$ cat src/rtl/ft_pkg.sv
// Shared definitions for the FT232H transmit path: FSM encoding, default
// widths and the command bytes used by packetisers and host-side models.
package ft_pkg;

    localparam int LEN_W_DEF = 12;

    typedef enum logic [3:0] {
        ST_IDLE = 4'b0001,
        ST_ARB  = 4'b0010,
        ST_SEND = 4'b0100,
        ST_DONE = 4'b1000
    } state_e;

    localparam logic [7:0] GET_CFG = 8'h01;
    localparam logic [7:0] STRT_ST = 8'h11;
    localparam logic [7:0] STOP_ST = 8'h0f;

    // Index width that stays legal for a single requester.
    function automatic int idx_w(input int n);
        return (n > 1) ? $clog2(n) : 1;
    endfunction

endpackage

$ cat src/rtl/ft_tx_arb_if.sv
// Bundle between the per-source packetisers, the arbiter and the FT232H
// write port. The arbiter takes the slave side.
interface ft_tx_arb_if
    import ft_pkg::*;
#(
    parameter int NREQ  = 2,
    parameter int LEN_W = LEN_W_DEF
);
    logic [NREQ-1:0]       req;
    logic [NREQ*LEN_W-1:0] pkt_len;
    logic [NREQ-1:0]       src_valid;
    logic [NREQ*8-1:0]     src_data;
    logic [NREQ-1:0]       src_ready;
    logic [NREQ-1:0]       grant;
    logic                  wr_ready;
    logic                  write;
    logic [7:0]            write_data;
    logic                  pkt_done;
    logic                  busy;

    modport slave (
        input  req, pkt_len, src_valid, src_data, wr_ready,
        output src_ready, grant, write, write_data, pkt_done, busy
    );

    modport master (
        output req, pkt_len, src_valid, src_data, wr_ready,
        input  src_ready, grant, write, write_data, pkt_done, busy
    );
endinterface

$ cat src/rtl/ft_rr_pick.sv
// Combinational round-robin selector with optional strict priority for
// requester 0. Scans upward from ptr+1, wrapping modulo NREQ.
module ft_rr_pick
    import ft_pkg::*;
#(
    parameter int NREQ = 2,
    parameter int IW   = idx_w(NREQ)
) (
    input  logic [NREQ-1:0] req,
    input  logic [IW-1:0]   ptr,
    input  logic            prio0,
    output logic [NREQ-1:0] gnt,
    output logic [IW-1:0]   idx
);
    logic          found;
    logic [IW-1:0] cand;

    // Walk candidates farthest-first so the nearest set request wins.
    always_comb begin
        found = 1'b0;
        idx   = '0;
        cand  = '0;
        for (int k = NREQ - 1; k >= 0; k--) begin
            cand = IW'((int'(ptr) + 1 + k) % NREQ);
            if (req[cand]) begin
                found = 1'b1;
                idx   = cand;
            end
        end
        if (prio0 && req[0]) begin
            found = 1'b1;
            idx   = '0;
        end
    end

    generate
        for (genvar gi = 0; gi < NREQ; gi++) begin : g_gnt
            assign gnt[gi] = found && (idx == IW'(gi));
        end
    endgenerate

endmodule

$ cat src/rtl/ft_tx_arb.sv
// Packet-granular arbiter for the FT232H write channel: one grant carries
// exactly one declared-length packet, so sources never interleave.
module ft_tx_arb
    import ft_pkg::*;
#(
    parameter int NREQ  = 2,
    parameter int LEN_W = LEN_W_DEF,
    parameter int PRIO0 = 1
) (
    input logic        clk,
    input logic        rst,
    ft_tx_arb_if.slave bus
);
    localparam int IW = idx_w(NREQ);

    state_e            state_reg, state_next;
    logic [NREQ-1:0]   grant_reg, grant_next;
    logic [IW-1:0]     gidx_reg, gidx_next;
    logic [IW-1:0]     ptr_reg, ptr_next;
    logic [LEN_W-1:0]  rem_reg, rem_next;
    logic              write_reg, write_next;
    logic [7:0]        wdata_reg, wdata_next;

    logic [7:0]        src_byte [NREQ];
    logic [LEN_W-1:0]  len_word [NREQ];
    logic [NREQ-1:0]   pick_gnt;
    logic [IW-1:0]     pick_idx;
    logic              any_req;
    logic              xfer;
    logic              pkt_done_c;
    logic              busy_c;

    generate
        for (genvar gi = 0; gi < NREQ; gi++) begin : g_lane
            assign src_byte[gi]      = bus.src_data[gi*8 +: 8];
            assign len_word[gi]      = bus.pkt_len[gi*LEN_W +: LEN_W];
            assign bus.src_ready[gi] = (state_reg == ST_SEND) && grant_reg[gi] &&
                                       bus.wr_ready && bus.src_valid[gi];
        end
    endgenerate

    assign any_req = |bus.req;

    ft_rr_pick #(
        .NREQ (NREQ),
        .IW   (IW)
    ) u_pick (
        .req   (bus.req),
        .ptr   (ptr_reg),
        .prio0 (PRIO0 != 0),
        .gnt   (pick_gnt),
        .idx   (pick_idx)
    );

    always_ff @(posedge clk) begin
        if (rst) begin
            state_reg <= ST_IDLE;
            grant_reg <= '0;
            gidx_reg  <= '0;
            ptr_reg   <= '0;
            rem_reg   <= '0;
            write_reg <= 1'b0;
            wdata_reg <= '0;
        end else begin
            state_reg <= state_next;
            grant_reg <= grant_next;
            gidx_reg  <= gidx_next;
            ptr_reg   <= ptr_next;
            rem_reg   <= rem_next;
            write_reg <= write_next;
            wdata_reg <= wdata_next;
        end
    end

    always_comb begin
        state_next = state_reg;
        grant_next = grant_reg;
        gidx_next  = gidx_reg;
        ptr_next   = ptr_reg;
        rem_next   = rem_reg;
        write_next = 1'b0;
        wdata_next = wdata_reg;
        unique case (state_reg)
            ST_IDLE: begin
                if (any_req) state_next = ST_ARB;
            end
            ST_ARB: begin
                if (!any_req) begin
                    state_next = ST_IDLE;
                end else begin
                    grant_next = pick_gnt;
                    gidx_next  = pick_idx;
                    ptr_next   = pick_idx;
                    rem_next   = len_word[pick_idx];
                    // Zero-length packets skip SEND so the counter never wraps.
                    state_next = (len_word[pick_idx] == '0) ? ST_DONE : ST_SEND;
                end
            end
            ST_SEND: begin
                if (xfer) begin
                    write_next = 1'b1;
                    wdata_next = src_byte[gidx_reg];
                    rem_next   = rem_reg - 1'b1;
                    if (rem_reg == LEN_W'(1)) state_next = ST_DONE;
                end
            end
            ST_DONE: begin
                grant_next = '0;
                state_next = any_req ? ST_ARB : ST_IDLE;
            end
            default: state_next = ST_IDLE;
        endcase
    end

    always_comb begin
        xfer       = (state_reg == ST_SEND) && bus.wr_ready && bus.src_valid[gidx_reg];
        pkt_done_c = (state_reg == ST_DONE);
        busy_c     = (state_reg != ST_IDLE);
    end

    assign bus.grant      = grant_reg;
    assign bus.write      = write_reg;
    assign bus.write_data = wdata_reg;
    assign bus.pkt_done   = pkt_done_c;
    assign bus.busy       = busy_c;

endmodule

$ cat src/flat_wrapper.sv
// flat-port wrapper written by rule: the top's interface ports become plain ports
module ft_tx_arb_flat import ft_pkg::*;
#(
    parameter int NREQ  = 2,
    parameter int LEN_W = LEN_W_DEF,
    parameter int PRIO0 = 1
)
  (clk, rst, bus_req, bus_pkt_len, bus_src_valid, bus_src_data, bus_wr_ready, bus_src_ready, bus_grant, bus_write, bus_write_data, bus_pkt_done, bus_busy);
  ft_tx_arb_if #(.NREQ(NREQ), .LEN_W(LEN_W)) bus_i ();
  input logic clk;
  input logic rst;
  input wire logic [$bits(bus_i.req)-1:0] bus_req;
  input wire logic [$bits(bus_i.pkt_len)-1:0] bus_pkt_len;
  input wire logic [$bits(bus_i.src_valid)-1:0] bus_src_valid;
  input wire logic [$bits(bus_i.src_data)-1:0] bus_src_data;
  input wire logic [$bits(bus_i.wr_ready)-1:0] bus_wr_ready;
  output wire logic [$bits(bus_i.src_ready)-1:0] bus_src_ready;
  output wire logic [$bits(bus_i.grant)-1:0] bus_grant;
  output wire logic [$bits(bus_i.write)-1:0] bus_write;
  output wire logic [$bits(bus_i.write_data)-1:0] bus_write_data;
  output wire logic [$bits(bus_i.pkt_done)-1:0] bus_pkt_done;
  output wire logic [$bits(bus_i.busy)-1:0] bus_busy;
  assign bus_i.req = bus_req;
  assign bus_i.pkt_len = bus_pkt_len;
  assign bus_i.src_valid = bus_src_valid;
  assign bus_i.src_data = bus_src_data;
  assign bus_i.wr_ready = bus_wr_ready;
  assign bus_src_ready = bus_i.src_ready;
  assign bus_grant = bus_i.grant;
  assign bus_write = bus_i.write;
  assign bus_write_data = bus_i.write_data;
  assign bus_pkt_done = bus_i.pkt_done;
  assign bus_busy = bus_i.busy;
  ft_tx_arb #(.NREQ(NREQ), .LEN_W(LEN_W), .PRIO0(PRIO0)) u_core (.clk(clk), .rst(rst), .bus(bus_i));
endmodule
$ cat config.mk
export PLATFORM = sky130hd
export DESIGN_NAME = ft_tx_arb_flat
export DESIGN_NICKNAME = d
export VERILOG_FILES = /design/src/rtl/ft_pkg.sv /design/src/rtl/ft_tx_arb_if.sv /design/src/rtl/ft_rr_pick.sv /design/src/rtl/ft_tx_arb.sv /design/src/flat_wrapper.sv
export SDC_FILE = /design/constraint.sdc
export NUM_CORES = 1
export LEC_CHECK = 0
export ABC_AREA = 1
export CAP_MARGIN = 25
export CELL_PAD_IN_SITES_DETAIL_PLACEMENT = 0
export CELL_PAD_IN_SITES_GLOBAL_PLACEMENT = 1
export CORE_MARGIN = 4
export CORE_UTILIZATION = 27
export CTS_BUF_LIST = sky130_fd_sc_hd__clkbuf_16
export CTS_CLUSTER_SIZE = 10
export DETAILED_ROUTE_END_ITERATION = 8
export PLACE_DENSITY_LB_ADDON = 0.2
export SYNTH_ARGS = -nofsm -noshare
export SYNTH_HDL_FRONTEND = slang
export SYNTH_HIERARCHICAL = 1
export SYNTH_SLANG_ARGS = --single-unit
$ cat constraint.sdc
create_clock -name clk -period 1.5 [get_ports clk]
set_clock_uncertainty 0.1 [all_clocks]
set_input_delay 0.3 -clock clk [delete_from_list [all_inputs] [get_ports clk]]
set_output_delay 0.3 -clock clk [all_outputs]
set_load 0.1 [all_outputs]
=== Yosys cells after proc, flatten, opt, wreduce, memory -nomap -nowiden ===
Index checks and enable logic that the tools add are counted.

* Register bits after elaboration: 28
* Memories: 0
* Memory bits (writable): 0
* Bits in latches: 0
* Bits in read-only memories: 0
* Output and inout port bits: 15
* Input port bits: 47
* Logic and storage cells: 79

* Multiply operators: 0
* Equal/unequal tests: 10
* Reductions and logical operators: 20
* Add/subtract/negate cells: 3
* Muxes and demuxes: 31
* Bitwise operators: 4
* Magnitude comparators: 5
* Div/mod/pow operators: 0
* Shifts and indexed selects: 0

{| class="wikitable"
|+ Operators by type and width
! operator !! number
|-
| two-way mux 12 bit || 5
|-
| two-way mux 8 bit || 3
|-
| one-hot mux 12 bit (2 select lines) || 1
|-
| two-way mux 4 bit || 5
|-
| one-hot mux 4 bit (4 select lines) || 1
|-
| two-way mux 1 bit || 13
|-
| == test 12 x 1 -> 1 bit (second input constant) || 1
|-
| logical NOT 12 bit || 1
|-
| subtractor 12 x 1 -> 12 bit (second input constant) || 1
|-
| logical AND 1 bit || 10
|-
| < comparator 1 x 2 -> 1 bit (second input constant) || 3
|-
| != test 2 x 1 -> 1 bit (second input constant) || 3
|-
| AND reduction 2 bit || 3
|-
| AND reduction 3 bit || 2
|-
| == test 4 x 1 -> 1 bit (second input constant) || 1
|-
| == test 4 x 2 -> 1 bit (second input constant) || 1
|-
| == test 4 x 3 -> 1 bit (second input constant) || 1
|-
| == test 4 bit (second input constant) || 1
|-
| >= comparator 2 bit (second input constant) || 2
|-
| two-way mux 2 bit || 2
|-
| != test 4 x 1 -> 1 bit (second input constant) || 1
|-
| NOT 1 -> 2 bit || 2
|-
| one-hot mux 2 bit (2 select lines) || 1
|-
| nonzero test 2 bit || 2
|-
| 4 further kinds || 7
|}

=== Depth between registers and ports, before layout ===
Gate-level depths: netlist (run 1).

* Depth after elaboration: 15
* Gate-level depth with buffers: 14
* Mapped depth without buffers: 13

=== Hierarchy ===
The synthesis (run 1) kept the hierarchy.

{| class="wikitable"
|+ By module, submodules not included
! module !! sequential area each (µm²) !! area an instance (µm²) !! cells each !! instances
|-
| ft_tx_arb || 560.5 || 1790.5 || 294 || 1
|-
| ft_rr_pick || 0.0 || 30.0 || 7 || 1
|}

=== Worst setup path after synthesis (run 1) ===
OpenSTA, ideal clock, no wires.

* Path kind: flip-flop to output port
* From: reg u_core.grant_reg[0], in the netlist u_core/bus.grant[0]
* To: out bus_src_ready[0]
* Slack: -1247 ps
* Data arrival time: 2347 ps
* Buffers on the path: 0
* Cell stages (with the launch flop): 3
* Data required time: 1100 ps
* Cells stage by stage: dfxtp_1 > nand2_1 > nor2_1

* Longest elaborated chain between the ends: 3

{| class="wikitable"
|+ RTL lines
! what !! line !! RTL
|-
| start, declared || ft_tx_arb.sv:17 || <nowiki>logic [NREQ-1:0] grant_reg, grant_next;</nowiki>
|-
| start signal, assigned || ft_tx_arb.sv:66 || <nowiki>grant_reg <= grant_next;</nowiki>
|-
| logical AND 1 bit (2 in series) || ft_tx_arb.sv:37 || <nowiki>assign bus.src_ready[gi] = (state_reg == ST_SEND) && grant_reg[gi] &&</nowiki>
|-
| logical AND 1 bit || ft_tx_arb.sv:38 || <nowiki>bus.wr_ready && bus.src_valid[gi];</nowiki>
|-
| end, declared || flat_wrapper.sv:17 || <nowiki>output wire logic [$bits(bus_i.src_ready)-1:0] bus_src_ready;</nowiki>
|}

Every way passes these cells.

=== Worst setup path after layout (run 1) ===
* From: reg u_core.state_reg[0]
* To: out bus_src_ready[0]

* Longest elaborated chain between the ends: 4

{| class="wikitable"
|+ RTL lines
! what !! line !! RTL
|-
| start, declared || ft_tx_arb.sv:16 || <nowiki>state_e state_reg, state_next;</nowiki>
|-
| start signal, assigned || ft_tx_arb.sv:65 || <nowiki>state_reg <= state_next;</nowiki>
|-
| == test 4 x 3 -> 1 bit || ft_tx_arb.sv:37 ||
|-
| logical AND 1 bit (2 in series) || ft_tx_arb.sv:37 ||
|-
| logical AND 1 bit || ft_tx_arb.sv:38 ||
|}

Every way passes these cells.

==> results of run 1 <==
worst max path at each step:
stage                        start                   to  slack, ns  cells after the start
5_1_grt        u_core/state_reg[2]  u_core/state_reg[3]      -0.19                     11
3_3_place_gp            bus_req[1]  u_core/state_reg[2]      -0.60                     12
4_1_cts        u_core/state_reg[0]     bus_src_ready[0]      -0.13                      6
3_5_place_dp            bus_req[0]   u_core/rem_reg[11]      -0.68                     10
2_1_floorplan  u_core/state_reg[2]     bus_src_ready[0]      -0.23                      7
6_report       u_core/state_reg[0]     bus_src_ready[0]      -0.12                      6
through the flow:
stage / setup TNS [ns] / instances / setup slack [ns]
final: -0.915 / 488 / -0.124
after global routing: -2.48 / 488 / -0.193
after CTS: -1.16 / 483 / -0.133
after detailed placement: -11.40 / 464 / -0.680
after global placement: -10.47 / 464 / -0.604
after floorplan: -0.799 / 301 / -0.234
cell usage after synthesis, drive strengths merged:
library cell / instances
inv: 27
nor2: 40
a21oi: 17
dfxtp: 28
nand3b: 1
nand4: 2
a31oi: 10
or2: 4
nand2: 106
nor3: 4
clkbuf: 3
ha: 2
nand3: 15
o21ai: 32
buf: 6
xor2: 1
conb: 1
clkinv: 1
and2: 1
cell usage in the layout (no fill, tap or decap), types with 2 or more instances in the layout:
cell	synthesis	layout
o21ai_0	27	19
buf_2	3	2
nand2_4	1	7
or2_2	4	4
clkdlybuf4s50_1	0	42
a21oi_1	14	9
inv_2	2	3
nand2_2	3	11
nor2_1	35	26
buf_12	0	17
dfxtp_2	0	5
nand2_1	102	88
clkinv_4	0	2
clkinvlp_4	0	2
a21oi_2	3	8
a31oi_1	10	10
clkbuf_16	0	3
nor2_2	4	7
nand4_1	2	2
inv_1	25	21
nand3_2	2	2
nor2_4	1	7
nor3_1	4	4
buf_6	2	8
dfxtp_1	28	23
o21ai_1	4	9
o21ai_2	1	4
nand3_1	13	12
buf_4	1	44
tightest hold or removal path, stage by stage (launching register included):
cell and delay (ns):
dfxtp_1 0.32, nand2_2 0.08, a21oi_2 0.05
area by class of cell:
cell class                 instances  area [µm²]
inverter                          28         123
tap                               77        96.3
timing repair buffer             115        1210
fill                             658        3100
clock inverter                     1        30.0
sequential                        28         567
multi-input combinational        236        1260
clock buffer                       3        75.1
repair_timing:
action,4_1_cts,5_1_grt
pin swaps,17,10
resized for setup,35,32
endpoints found under the setup margin,25,27
buffers inserted,15,5
metal layers:
layer | GRT usage, % | vias up | wire (µm)
met1 | 18.3 | 988 | 2710
li1 | - | 1187 | -
met5 | 0 | - | 0
met3 | 3.17 | 5 | 285
met2 | 26.6 | 48 | 2940
met4 | 3.44 | 0 | 50
power by group through the flow:
| stage | logic, mW | clock network (mW) | registers, mW |
|---|---|---|---|
| after CTS | 0.878 | 0.844 | 0.817 |
| after floorplan | 0.439 | 0 | 0.844 |
| after detailed placement | 0.807 | 0 | 0.832 |
| final | 0.919 | 0.808 | 0.818 |
| after global routing | 1.02 | 0.865 | 0.825 |
| after global placement | 0.804 | 0 | 0.833 |
kinds of logic after synthesis:
kind of cell	synth area share [%]
buffers and inverters	8.93
AO/OA/AOI/OAI	17.7
other	0.206
AND/OR/NAND/NOR	40.5
flip-flops	30.8
adder cells (fa/ha/maj)	1.37
XOR/XNOR	0.481
==> impl_metrics.csv, run 1 <==
group,metric,value,unit
global_routing,grt_pass1_vias,2263,
setup_path,critical_path_required,1.10,ns
synth,syn_nets,350,
sta,final-hold-violation-count,0,
sta,timing.fmax,0.616,GHz
power_and_ir_drop,comb_power_share,36.1,%
clock_network,htreeDepth,1,
setup_path,critPathKind,"register to output pin",
detailed_routing,drcViolationCount,0,
power_and_ir_drop,clkPwrFrac,31.7,%
layout,final_layout_size_suffix_gt1_share,33.8,%
setup_path,path_cells,"nor2_4, nand2_4, clkinv_4, nand2_4, nor2_4, buf_12",
floorplan,io_pins,62,
worst_hold_path,holdCritStartpoint,"u_core/rem_reg[9]",
setup_path,cp_top_family,"simple AND/OR/NAND/NOR gates",
setup_path,rr_endpoint,"u_core/rem_reg[3]",
placement,dp_hpwl,4.44,mm
worst_hold_path,hold_class,"register to register",
synth,yosysWarnings,6,
synth,netlist_area,1820,µm²
sta,min_period,1.62,ns
worst_hold_path,hold_depth,2,
global_routing,grtUsageTotal,14.9,%
detailed_routing,drt_iter0_drc,53,
sta,worst_hold_slack,0.391,ns
setup_path,path_buf_inv,2,
run_status,status,"finished with violations",
clock_network,clockBufferDepth,2,
floorplan,coreArea,6460,µm²
layout,antenna_cells,0,
setup_path,cp_max_fo,2,
clock_network,cts_hold_buf,0,
layout,nets,461,
placement,io_buffers,61,
synth,synth_cells,301,
setup_path,r2r_slack,-0.10,ns
detailed_routing,viasPerCell,4.57,
clock_network,clk_latency,0.27,ns
synth,yosysSeqAreaShare,30.8,%
sta,fin_crit_sh,108,%
worst_hold_path,min_to,"u_core/rem_reg[9]",
floorplan,rows,29,
layout,fin_util,52.1,%
layout,largest_register_ffs,12,
floorplan,die_w,90.1,µm
synth,synth_seq_cells,28,
clock_network,cts-root-buf,"clkbuf_16",
floorplan,start_util,28.2,%
global_routing,grt_pass1_wl,10.2,mm
floorplan,die_area,8120,µm²
job,drv_cap,0,
synth,synth_area_leaders,"dfxtp_1, nand2_1, o21ai_0",
global_routing,grt-ovfl-total,0,
setup_path,end_kind,"output pin",
detailed_routing,antenna_left,0,
detailed_routing,dr.pass1.iters,4,
clock_network,numCtsBuffers,3,
setup_path,ff2ff_path_depth,10,
global_routing,grt_max_degree,17,
power_and_ir_drop,netSwitchingPower,0.788,mW
setup_path,critPathLaunchType,"register",
detailed_routing,wire_per_inst,12.2,µm
setup_path,critPathMaxStageDelay,0.34,ns
placement,gp_congestion,0.828,
synth,synth.top_cell.area_share,30.8,%
sta,rsz0062_at_grt,"yes",
setup_path,worst_ep_arrival_time,1.22,ns
run_status,violations,"negative setup slack",
power_and_ir_drop,leakagePower,1.51,nW
power_and_ir_drop,power.density,757,nW/µm²
synth,synth_top_area_cell,"dfxtp_1",
synth,synthDistinctLibCells,30,
layout,area_delta_synth_final,84.7,%
detailed_routing,via_count,2228,
sta,finalSetupViolCount,15,
detailed_routing,wl,5.98,mm
placement,postPlaceCellArea,2960,µm²
layout,fin_area,3360,µm²
clock_network,tritoncts,"done",
power_and_ir_drop,internal_power,1.76,mW
synth,postSynthAreaPerCell,6.05,µm²
clock_network,cts.reportedPaths.clkPinSlew,0.07,ns
power_and_ir_drop,vdd_drop_max,0.401,mV
sta,slew_viol_final,0,
power_and_ir_drop,p_sw_share,30.9,%
setup_path,r2r_start,"u_core/state_reg[0]",
power_and_ir_drop,total_power,2.55,mW
clock_network,cts_sinks,28,
setup_path,slowest_stage,"dfxtp_2",
power_and_ir_drop,p_seq_share,32.1,%
sta,setup_ws,-0.124,ns
floorplan,die_h,90.1,µm
global_routing,antenna_found_initial,0,
(Power assumes the default switching activity.)
==> run 2, diff against run 1 <==
CORE_UTILIZATION = 38   (was 27)
DONT_BUFFER_PORTS = 1   (was default)
==> impl_metrics.csv, run 2 (synthesis gave the netlist of run 1 again) <==
group,metric,value,unit
placement,io_buffers,0,
power_and_ir_drop,internal_power,1.65,mW
global_routing,grt_pass1_vias,1942,
floorplan,die_h,77.2,µm
sta,min_period,1.64,ns
setup_path,critical_path_required,1.10,ns
setup_path,critPathLaunchType,"register",
clock_network,clk_latency,0.26,ns
clock_network,tritoncts,"done",
global_routing,grt_pass1_wl,8.89,mm
floorplan,coreArea,4500,µm²
layout,area_delta_synth_final,50.4,%
layout,final_cells,416,
layout,antenna_cells,0,
layout,fin_util,60.8,%
power_and_ir_drop,total_power,2.39,mW
detailed_routing,viasPerCell,5.07,
power_and_ir_drop,leakagePower,1.28,nW
global_routing,grt-ovfl-total,0,
power_and_ir_drop,clkPwrFrac,33.2,%
layout,largest_register_ffs,12,
setup_path,critPathKind,"register to output pin",
floorplan,io_pins,62,
power_and_ir_drop,comb_power_share,32.5,%
power_and_ir_drop,vdd_drop_max,0.598,mV
power_and_ir_drop,p_seq_share,34.3,%
setup_path,cp_max_fo,2,
floorplan,die_area,5960,µm²
setup_path,worst_ep_arrival_time,1.24,ns
global_routing,grt_max_degree,17,
layout,final_layout_size_suffix_gt1_share,36.3,%
power_and_ir_drop,p_sw_share,31.1,%
power_and_ir_drop,netSwitchingPower,0.745,mW
sta,relSlewSlack,65.0,%
floorplan,rows,24,
clock_network,cts-root-buf,"clkbuf_16",
global_routing,grtUsageTotal,18.0,%
placement,gp_congestion,0.822,
layout,nets,414,
power_and_ir_drop,power.density,874,nW/µm²
job,drv_cap,0,
layout,final_common_cell,"nand2_1",
detailed_routing,wire_per_inst,13.5,µm
clock_network,clockBufferDepth,2,
detailed_routing,dr.pass1.iters,4,
placement,dp_hpwl,3.91,mm
global_routing,antenna_found_initial,0,
placement,dpl.cell_count,394,
sta,fin_crit_sh,110,%
sta,finalSetupViolCount,14,
clock_network,cts.reportedPaths.clkPinSlew,0.07,ns
detailed_routing,antenna_left,0,
placement,postPlaceCellArea,2300,µm²
sta,timing.fmax,0.608,GHz
worst_hold_path,hold_class,"input pin to register",
layout,fin_area,2740,µm²
run_status,status,"finished with violations",
clock_network,htreeDepth,1,
floorplan,die_w,77.2,µm
setup_path,end_kind,"output pin",
detailed_routing,drcViolationCount,0,
sta,setup_ws,-0.144,ns
floorplan,start_util,40.4,%
detailed_routing,wl,5.60,mm
sta,rsz0062_at_grt,"yes",
run_status,violations,"negative setup slack",
sta,worst_pin_slew,0.524,ns
sta,final-hold-violation-count,0,
clock_network,cts_sinks,28,
detailed_routing,drt_iter0_drc,97,
detailed_routing,via_count,2109,
layout,final_cell_mix,"nand2_1, buf_4, nor2_1",
sta,slew_viol_final,0,
clock_network,numCtsBuffers,3,
run 2: cell count changes in the layout (fill, tap and decap cells not counted), sizes merged:
cell,before,now
clkdlybuf4s50,42,0
buf,71,64
clkinv,2,3
dlygate4sd2,1,0
dlymetal6s2s,1,0
dlygate4sd3,0,3
run 2: routing by layer:
metal	part of all wire (%)	track usage [%]	routed length, µm
met4	0.32	2.67	18
met5	0	0	0
met3	6.1	4.45	341
met2	49	31.6	2770
met1	44	22.6	2470
run 2: through the flow:
stage	TNS [ns]	setup WS [ns]	hold WS [ns]
2_1_floorplan	-0.799	-0.234	0.343
3_3_place_gp	-0.678	-0.128	0.266
3_5_place_dp	-1.31	-0.185	0.267
4_1_cts	-0.416	-0.0995	0.00486
5_1_grt	-2.33	-0.223	0.0926
6_report	-1.02	-0.144	0.0921
run 2: worst paths after layout:
kind                              endpoint  slack (ns)                start  cells past startpoint
setup / recovery          bus_src_ready[0]       -0.14  u_core/state_reg[2]                      7
hold / removal    u_core/bus.write_data[4]        0.09      bus_src_data[4]                      2
setup reg to reg         u_core/rem_reg[8]       -0.12  u_core/state_reg[2]                     11
hold reg to reg          u_core/rem_reg[8]        0.39    u_core/rem_reg[8]                      2
run 2: cell type report:
type / instances / area [µm²]
Clock inverter: 1 / 30.0
Inverter: 28 / 125
Clock buffer: 3 / 75.1
Fill cell: 423 / 1770
Timing Repair inverter: 1 / 5.00
Tap cell: 52 / 65.1
Sequential cell: 28 / 569
Multi-Input combinational cell: 236 / 1260
Timing Repair Buffer: 67 / 603
run 2: power by group through the flow:
| stage | Combinational (mW) | Clock [mW] | Sequential (mW) |
|---|---|---|---|
| detailed placement | 0.640 | 0 | 0.832 |
| CTS | 0.703 | 0.804 | 0.816 |
| global route | 0.858 | 0.833 | 0.827 |
| finish | 0.778 | 0.794 | 0.821 |
| floorplan | 0.439 | 0 | 0.844 |
| global placement | 0.638 | 0 | 0.831 |
run 2: repair_timing:
item                       4_1_cts  5_1_grt
cloned                           0        1
hold endpoints to repair         8        1
hold buffers                     2        1
resized for setup               17       48
pin swaps                        7       16
setup endpoints to repair        9       29
setup buffers                    5        9
run 2: worst max-delay path: stages (launching register included):
cell and delay [ns]:
dfxtp_2 0.37, inv_4 0.05, nor2_4 0.12, nand2_4 0.07
clkinv_4 0.05, nand2_4 0.06, nor2_4 0.10, buf_12 0.18
==> run 3, diff against run 2 <==
CORE_ASPECT_RATIO = 0.5   (was default)
==> impl_metrics.csv, run 3 (synthesis gave the netlist of run 1 again) <==
group,metric,value,unit
run_status,status,"finished with violations",
run_status,violations,"negative setup slack",
setup_path,critPathLaunchType,"register",
layout,nets,408,
global_routing,met1_usage,23.7,%
layout,final_layout_size_suffix_gt1_share,38.3,%
detailed_routing,drt_iter0_drc,127,
layout,seq_area,569,µm²
floorplan,start_util,40.4,%
clock_network,tritoncts,"done",
detailed_routing,drcViolationCount,0,
sta,fin_crit_sh,108,%
detailed_routing,antenna_left,0,
placement,io_buffers,0,
setup_path,end_kind,"output pin",
floorplan,rows,17,
global_routing,globalRouteMet3Util,5.88,%
floorplan,die_w,106,µm
detailed_routing,via_count,2116,
power_and_ir_drop,vdd_drop_max,0.508,mV
sta,final-hold-violation-count,0,
floorplan,coreArea,4510,µm²
setup_path,worst_ep_arrival_time,1.23,ns
detailed_routing,wire_per_inst,13.6,µm
layout,final_cell_mix,"nand2_1, buf_4, nor2_1",
floorplan,die_h,56.9,µm
global_routing,grt_pass1_wl,9.05,mm
sta,finalSetupViolCount,14,
clock_network,clockBufferDepth,2,
detailed_routing,dr.pass1.iters,4,
placement,gp_congestion,0.873,
layout,area_delta_synth_final,52.1,%
setup_path,critPathKind,"register to output pin",
global_routing,use_met2,31.5,%
sta,worst_pin_slew,0.504,ns
sta,slew_viol_final,0,
detailed_routing,wl,5.77,mm
sta,rsz0062_at_grt,"yes",
layout,antenna_cells,0,
layout,multiInputGateArea,1320,µm²
clock_network,cts-root-buf,"clkbuf_16",
sta,timing.fmax,0.615,GHz
sta,min_period,1.63,ns
setup_path,cp_max_fo,2,
global_routing,grt-ovfl-total,0,
clock_network,cts.reportedPaths.clkPinSlew,0.07,ns
placement,dp_hpwl,4.05,mm
sta,worst_hold_slack,0.0965,ns
clock_network,numCtsBuffers,3,
power_and_ir_drop,power.density,878,nW/µm²
layout,final_common_cell,"nand2_1",
sta,setup_ws,-0.127,ns
floorplan,io_pins,62,
clock_network,cts_sinks,28,
job,drv_cap,0,
clock_network,htreeDepth,1,
global_routing,antenna_found_initial,0,
worst_hold_path,hold_class,"input pin to register",
detailed_routing,viasPerCell,4.99,
placement,pre_cts_slack,-0.155,ns
global_routing,grt-busiest-layer,"met2",
global_routing,grt_pass1_vias,1927,
power_and_ir_drop,leakagePower,1.26,nW
clock_network,clk_latency,0.26,ns
floorplan,die_area,6030,µm²
setup_path,critical_path_required,1.10,ns
global_routing,grt_max_degree,17,
layout,fillers,438,
sta,relSlewSlack,66.3,%
global_routing,grtUsageTotal,18.2,%
layout,largest_register_ffs,12,
run 3: timing repair:
item | 4_1_cts | 5_1_grt
gates resized for setup | 19 | 68
buffers inserted | 3 | 7
endpoints found under the hold margin | 9 | 1
cloned | 1 | 1
pin swaps | 10 | 21
hold buffers | 1 | 1
endpoints found under the setup margin | 6 | 26
run 3: where the power goes:
part	switching [mW]	total (mW)	internal, mW	leakage (nW)
registers	0.0387	0.822	0.783	0.229
logic	0.472	0.812	0.339	0.984
clock network	0.267	0.798	0.532	0.0511
total	0.778	2.43	1.65	1.26
run 3: layer usage:
metal,vias to the layer above,part of all wire (%)
met5,-,0
met2,58,46
li1,1085,-
met1,971,46
met3,2,7.4
met4,0,0.17
run 3: stage by stage:
step	instance area (µm²)	TNS, ns	total power, mW	utilization [%]	cells
after floorplan	1880	-0.799	1.28	-	301
after global placement	2300	-0.227	1.46	51.0	406
after CTS	2510	-0.819	2.33	55.6	415
after detailed placement	2300	-0.665	1.47	51.0	406
after global routing	2770	-2.19	2.57	61.4	424
final	2770	-0.924	2.43	61.4	424
run 3: cell type report:
cell class                 instances  share of cell area (%)
clock buffer                       3                    2.71
clock inverter                     1                    1.08
inverter                          28                    5.06
multi-input combinational        237                    47.5
sequential                        28                    20.6
tap                               66                    2.98
timing repair buffer              60                    19.9
timing repair inverter             1                   0.181
run 3: path summary, 6_finish.rpt:
check                           start                       end  slack (ns)  cells past startpoint
setup / recovery  u_core/state_reg[1]          bus_src_ready[1]       -0.13                      6
hold / removal        bus_src_data[4]  u_core/bus.write_data[4]         0.1                      2
hold reg to reg     u_core/rem_reg[9]         u_core/rem_reg[9]        0.39                      2
setup reg to reg  u_core/state_reg[0]         u_core/rem_reg[8]       -0.11                     10
run 3: worst max-delay path, stage by stage (launching register included):
cell	delay (ns)
dfxtp_2	0.34
nor2_4	0.14
nand2_4	0.09
clkinv_4	0.06
nand2_4	0.06
nor2_4	0.10
buf_12	0.18
